[config.mk]
export PLATFORM = sky130hd
export DESIGN_NAME = store_buffer
export DESIGN_NICKNAME = d
export VERILOG_FILES = /design/src/rtl/store_buffer_pkg.sv /design/src/rtl/store_buffer_snoop.sv /design/src/rtl/store_buffer.sv
export SDC_FILE = /design/constraint.sdc
export NUM_CORES = 1
export LEC_CHECK = 0
export ABC_AREA = 1
export CORE_MARGIN = 8
export CORE_UTILIZATION = 30
export CTS_CLUSTER_SIZE = 8
export DETAILED_ROUTE_END_ITERATION = 7
export GPL_TIMING_DRIVEN = 1
export REMOVE_ABC_BUFFERS = 1
export SYNTH_ARGS = -nofsm -noshare
export SYNTH_HDL_FRONTEND = slang
export SYNTH_SLANG_ARGS = --single-unit
[constraint.sdc]
create_clock -name clk_i -period 6.1 [get_ports clk_i]
set_clock_uncertainty 0.1 [all_clocks]
set_input_delay 0.915 -clock clk_i [delete_from_list [all_inputs] [get_ports clk_i]]
set_output_delay 0.915 -clock clk_i [all_outputs]
set_load 0.01 [all_outputs]
[src/rtl/store_buffer_pkg.sv]
`default_nettype none
// ============================================================================
// Module : store_buffer_pkg
// Brief  : Shared store-buffer types and byte-mask helpers.
// Rev    : 1.0  initial release
// ============================================================================
package store_buffer_pkg;

    typedef enum logic [1:0] {
        ACCESS_BYTE = 2'd0,
        ACCESS_HALF = 2'd1,
        ACCESS_WORD = 2'd2
    } cache_access_size_t;

    // Data is kept in its word lanes so snoop and drain need no realignment of the mask.
    typedef struct packed {
        logic        valid;
        logic [29:0] word_addr;
        logic [3:0]  byte_mask;
        logic [31:0] data;
    } store_buffer_entry_t;

    function automatic logic [3:0] size_to_mask(input cache_access_size_t size,
                                                input logic [1:0]         offset);
        logic [3:0] base;
        case (size)
            ACCESS_BYTE: base = 4'b0001;
            ACCESS_HALF: base = 4'b0011;
            default:     base = 4'b1111;
        endcase
        return base << offset;
    endfunction

    function automatic logic [31:0] mask_to_bits(input logic [3:0] mask);
        return {{8{mask[3]}}, {8{mask[2]}}, {8{mask[1]}}, {8{mask[0]}}};
    endfunction

    // Accesses are naturally aligned, so the mask alone recovers offset and size.
    function automatic logic [1:0] mask_to_offset(input logic [3:0] mask);
        logic [1:0] off;
        casez (mask)
            4'b???1: off = 2'd0;
            4'b??10: off = 2'd1;
            4'b?100: off = 2'd2;
            default: off = 2'd3;
        endcase
        return off;
    endfunction

    function automatic cache_access_size_t mask_to_size(input logic [3:0] mask);
        cache_access_size_t sz;
        case (mask)
            4'b1111:          sz = ACCESS_WORD;
            4'b0011, 4'b1100: sz = ACCESS_HALF;
            default:          sz = ACCESS_BYTE;
        endcase
        return sz;
    endfunction

endpackage
`default_nettype wire

[src/rtl/store_buffer_snoop.sv]
`default_nettype none
// ============================================================================
// Module : store_buffer_snoop
// Brief  : Youngest-overlapping-entry select and load forwarding check.
// Rev    : 1.0  initial release
// ============================================================================
module store_buffer_snoop
    import store_buffer_pkg::*;
#(
    parameter int DEPTH = 4
) (
    input  store_buffer_entry_t        entries_i [DEPTH],
    input  logic [$clog2(DEPTH)-1:0]   head_i,
    input  logic [31:0]                snoop_addr_i,
    input  cache_access_size_t         snoop_size_i,
    output logic                       snoop_hit_o,
    output logic [31:0]                snoop_data_o,
    output logic                       snoop_conflict_o
);

    localparam int PTR_W = $clog2(DEPTH);

    logic [3:0]          load_mask;
    logic                found;
    logic                covered;
    store_buffer_entry_t young;
    logic [PTR_W-1:0]    idx;

    // Walk oldest to youngest so the last match wins.
    always_comb begin
        load_mask = size_to_mask(snoop_size_i, snoop_addr_i[1:0]);
        found     = 1'b0;
        young     = '0;
        idx       = '0;
        for (int i = 0; i < DEPTH; i++) begin
            idx = head_i + PTR_W'(i);
            if (entries_i[idx].valid &&
                (entries_i[idx].word_addr == snoop_addr_i[31:2]) &&
                (|(entries_i[idx].byte_mask & load_mask))) begin
                found = 1'b1;
                young = entries_i[idx];
            end
        end
    end

    assign covered          = found && ((young.byte_mask & load_mask) == load_mask);
    assign snoop_hit_o      = covered;
    assign snoop_conflict_o = found && !covered;
    assign snoop_data_o     = covered
        ? ((young.data >> {snoop_addr_i[1:0], 3'b000}) & mask_to_bits(size_to_mask(snoop_size_i, 2'b00)))
        : 32'd0;

endmodule
`default_nettype wire

[src/rtl/store_buffer.sv]
`default_nettype none
// ============================================================================
// Module : store_buffer
// Brief  : Circular store FIFO between MEM stage and dcache with load snoop.
// Rev    : 1.0  initial release
// ============================================================================
module store_buffer
    import store_buffer_pkg::*;
#(
    parameter int DEPTH = 4
) (
    input  logic               clk_i,
    input  logic               reset_i,
    input  logic               put_enable_i,
    input  logic [31:0]        put_addr_i,
    input  logic [31:0]        put_data_i,
    input  cache_access_size_t put_size_i,
    output logic               full_o,
    output logic               empty_o,
    output logic               get_valid_o,
    input  logic               get_ready_i,
    output logic [31:0]        get_addr_o,
    output logic [31:0]        get_data_o,
    output cache_access_size_t get_size_o,
    input  logic [31:0]        snoop_addr_i,
    input  cache_access_size_t snoop_size_i,
    output logic               snoop_hit_o,
    output logic [31:0]        snoop_data_o,
    output logic               snoop_conflict_o
);

    localparam int PTR_W = $clog2(DEPTH);
    localparam int CNT_W = PTR_W + 1;

    store_buffer_entry_t entries_q [DEPTH];
    store_buffer_entry_t entries_d [DEPTH];
    logic [PTR_W-1:0]    head_q, head_d, tail_q, tail_d;
    logic [CNT_W-1:0]    count_q, count_d;

    logic                is_full, is_empty, do_put, do_pop;
    logic [3:0]          put_mask;
    store_buffer_entry_t head_entry;
    logic                snp_hit, snp_conflict;
    logic [31:0]         snp_data;

    assign is_full  = (count_q == CNT_W'(DEPTH));
    assign is_empty = (count_q == '0);
    assign do_put   = put_enable_i && !is_full;
    assign do_pop   = !is_empty && get_ready_i;
    assign put_mask = size_to_mask(put_size_i, put_addr_i[1:0]);

    always_comb begin
        entries_d = entries_q;
        head_d    = head_q;
        tail_d    = tail_q;
        if (do_put) begin
            entries_d[tail_q].valid     = 1'b1;
            entries_d[tail_q].word_addr = put_addr_i[31:2];
            entries_d[tail_q].byte_mask = put_mask;
            entries_d[tail_q].data      = (put_data_i << {put_addr_i[1:0], 3'b000}) & mask_to_bits(put_mask);
            tail_d                      = tail_q + 1'b1;
        end
        if (do_pop) begin
            entries_d[head_q].valid = 1'b0;
            head_d                  = head_q + 1'b1;
        end
        count_d = count_q + CNT_W'(do_put) - CNT_W'(do_pop);
    end

    always_ff @(posedge clk_i) begin
        if (reset_i) begin
            head_q  <= '0;
            tail_q  <= '0;
            count_q <= '0;
            for (int i = 0; i < DEPTH; i++) begin
                entries_q[i].valid <= 1'b0;
            end
        end else begin
            head_q    <= head_d;
            tail_q    <= tail_d;
            count_q   <= count_d;
            entries_q <= entries_d;
        end
    end

    // Outputs are forced to their idle values for the whole reset cycle, not just after it.
    assign full_o      = !reset_i && is_full;
    assign empty_o     = reset_i || is_empty;
    assign get_valid_o = !empty_o;

    assign head_entry  = entries_q[head_q];
    assign get_size_o  = mask_to_size(head_entry.byte_mask);
    assign get_addr_o  = {head_entry.word_addr, mask_to_offset(head_entry.byte_mask)};
    assign get_data_o  = (head_entry.data >> {mask_to_offset(head_entry.byte_mask), 3'b000})
                         & mask_to_bits(size_to_mask(get_size_o, 2'b00));

    store_buffer_snoop #(
        .DEPTH (DEPTH)
    ) u_snoop (
        .entries_i        (entries_q),
        .head_i           (head_q),
        .snoop_addr_i     (snoop_addr_i),
        .snoop_size_i     (snoop_size_i),
        .snoop_hit_o      (snp_hit),
        .snoop_data_o     (snp_data),
        .snoop_conflict_o (snp_conflict)
    );

    assign snoop_hit_o      = !reset_i && snp_hit;
    assign snoop_conflict_o = !reset_i && snp_conflict;
    assign snoop_data_o     = reset_i ? 32'd0 : snp_data;

endmodule
`default_nettype wire

==> key figures <==
Timing
  – Slew @ Worst Pin: 952.7 ps
  – Slew Limit Fails: 0
  – Setup TNS: 0 ps
  – Fmax: 0.1706 GHz
  – Setup WS post-layout: 239.7 ps
  – Final hold vios: 0
  – Worst slew margin: 36.25%
  – Fin crit period: 5860 ps
  – Crit share post-route: 96.07%
  – Fin Hold WS: 400.1 ps
  – Final setup viols: 0

Synth
  – Post-Syn Area: 20,230 µm²
  – Ys async rst share: 0%
  – Register bit total from synthesis: 275
  – Synth top cells by count: 1,200 x nand2_1, 372 x nand3_1, 337 x o21ai_0
  – Ys flop type: edfxtp_1
  – Synth area leader: edfxtp_1
  – Post-synthesis cell count: 3,031
  – Synthesized area per cell: 6.675 µm²
  – Area fraction of the dominant cell type after synthesis: 39.18%
  – Number of enable flip-flop cells after synthesis: 264
  – Synthesis Warnings: 0
  – Synth top area cells: edfxtp_1 39%, nand2_1 22%, nand3_1 9.2%
  – Netlist cell types: 41
  – Top-count cell post-synth: nand2_1
  – Seq/Total Area, Yosys: 40.27%

Floorplan
  – IO Count: 207
  – Chip width: 275.7 µm
  – Height of the die: 275.7 µm
  – Core area: 66,920 µm²
  – Starting density of the core: 30.23%
  – Die ar.: 76,010 µm²
  – Row Count: 95

Global route
  – Grt ovf: 0
  – Largest net degree at the start of global routing: 235
  – Global-route wire length before repair: 113.7 mm
  – GRT Total Usage: 19.25%
  – Initial antenna violation count: 5
  – Vias in the first global route: 19,530

Cells and area
  – Area Overhead vs Synth: 21.07%
  – Non-Filler Instances: 4,062
  – Reg area: 8155 µm²
  – Multi-input logic area: 10,420 µm²
  – Share of cells above drive strength 1: 4.206%
  – Fillers: 7,033
  – Layout Nets: 3,290

Detailed routing
  – Iteration-0 DRC Markers: 2,096
  – # DRC: 0
  – Vias: 20,987
  – Final wirelength: 76.33 mm
  – Final ANT Viol Nets: 0
  – Initial DRT Pass Iterations: 6
  – Via density: 5.167
  – WL per Instance: 18.79 µm

Placement
  – Dpl ws: 328.0 ps
  – Hpwl dp: 52.97 mm
  – Placed cells: 4,000
  – RePlAce Congestion: 0.9145
  – Port bufs: 206

Clocking
  – Clock transition at path regs: 50 ps
  – Clock sinks: 275
  – CTS Buf Count: 40
  – CTS root buf: clkbuf_16
  – Clock network latency to the later pin of the worst-skew pair: 540 ps
  – CTS tree: done
  – H-tree lvl count: 2
  – Maximum clock insertion buffer count: 3

Worst setup path
  – Critical Path Slowest Stage Cell: clkdlybuf4s50_1
  – Setup crit end kind: output pin
  – Max incr delay on CP: 580 ps
  – Critical path arrival: 4850 ps
  – Sum of buffers and inverters on the critical path: 7
  – Worst path required time: 5080 ps
  – Maximum fanout along the worst path: 39
  – Setup CP Type: flip-flop to output pin
  – CP Cell Sequence: inv_6 -> ha_4 -> buf_4 -> buf_4 -> clkbuf_16 -> nand3_1 -> nand2_1 -> nand2_1 -> nand2_1 -> nor3_1 -> nand2_1 -> nor2_1 -> nand3_1 -> nor2_4 -> buf_4 -> nor3_1 -> nor2_1 -> nand3_2 -> buf_4 -> nor2_1 -> clkdlybuf4s50_1
  – Cell family contributing the most delay on the critical path: simple AND/OR/NAND/NOR gates
  – Startpoint type of the worst setup path: flip-flop

Power and ir drop
  – Power Density: 392.7 nW/µm²
  – Worst vdd ir: 0.2255 mV
  – Lkg Pwr: 10.52 nW

Run status
  – Status: finished clean

Hold path
  – Worst hold path type: flip-flop to flip-flop

Run
  – Max-Cap Viols: 0
==> report_power, final <==
group          total, mW  internal (mW)  switching, mW
logic               5.34           1.73           3.61
registers           2.28           2.22         0.0610
clock network       1.99           1.18          0.818
==> layer usage <==
metal  wire length [µm]  GRT usage, %  part of all wire [%]
met5                 36             0                 0.047
met4               3367         8.276                   4.4
met3               5557         2.624                   7.3
met2              34990         31.88                    46
met1              32380         25.00                    42
==> worst paths after layout <==
path | start | slack, ps | end | depth (start not counted)
max | head_q[0] | 240 | snoop_data_o[2] | 21
max reg2reg | count_q[1] | 3310 | flip-flop | 7
min | entries_q[133] | 400 | entries_q[133] | 2
min reg2reg | entries_q[133] | 400 | entries_q[133] | 2
==> layout by cell type (no fill, tap or decap), types with 9 or more instances in the layout <==
cell / synthesis / final
dfxtp_1: 11 / 9
buf_4: 10 / 58
nand2_1: 1200 / 1200
clkdlybuf4s50_1: 0 / 206
a211oi_1: 9 / 9
nor2_1: 170 / 164
nor2_4: 2 / 9
inv_1: 253 / 253
o211ai_1: 39 / 39
ha_1: 10 / 9
nor3_1: 10 / 10
nand4_1: 27 / 27
clkbuf_16: 0 / 43
clkbuf_1: 91 / 10
xor2_1: 28 / 28
edfxtp_1: 264 / 264
o21ai_0: 337 / 337
nand3_1: 372 / 372
a21oi_1: 80 / 80
==> logic make-up (layout without fill, tap and decap cells) <==
kind of cell	after synthesis	count (layout)	share of synthesized area [%]
compound gates	484	484	12.73
xor+xnor	29	29	1.255
fa+ha+maj	11	11	0.7173
buf+inv	433	588	8.558
flops	275	275	40.27
mux	2	2	0.09895
other cells	0	3	0
simple gates	1797	1797	36.37
==> cell type report <==
type / count / area share (%)
Tap cell: 873 / 4.459
Clock inverter: 3 / 0.1175
Inverter: 259 / 4.050
Clock buffer: 50 / 4.239
Timing Repair Buffer: 276 / 11.29
Sequential cell: 275 / 33.29
Antenna cell: 3 / 0.03065
Multi-Input combinational cell: 2323 / 42.52
==> per-stage QoR <==
step	instance area [µm²]	utilization [%]	total power [mW]
after floorplan	19470	-	5.557
after global placement	23280	34.79	7.459
after detailed placement	23280	34.79	7.470
after CTS	24350	36.39	9.491
after global routing	24490	36.60	10.31
final	24500	36.61	9.620
==> worst reg2reg max path, cell delays in order, from the launching register on <==
cell and delay, ps:
dfxtp_1 420, nor2_1 70, nand2_1 80, nand2_1 180, inv_1 170, nand2_1 190, nor2_4 590, buf_4 590
==> timing repair <==
action	CTS	global route
endpoints found under the setup margin	0	34
setup buffers	0	3
hold endpoints to repair	0	0
hold buffers	0	0
gates resized for setup	0	8
No activity file was read; power rests on OpenSTA's default activity.
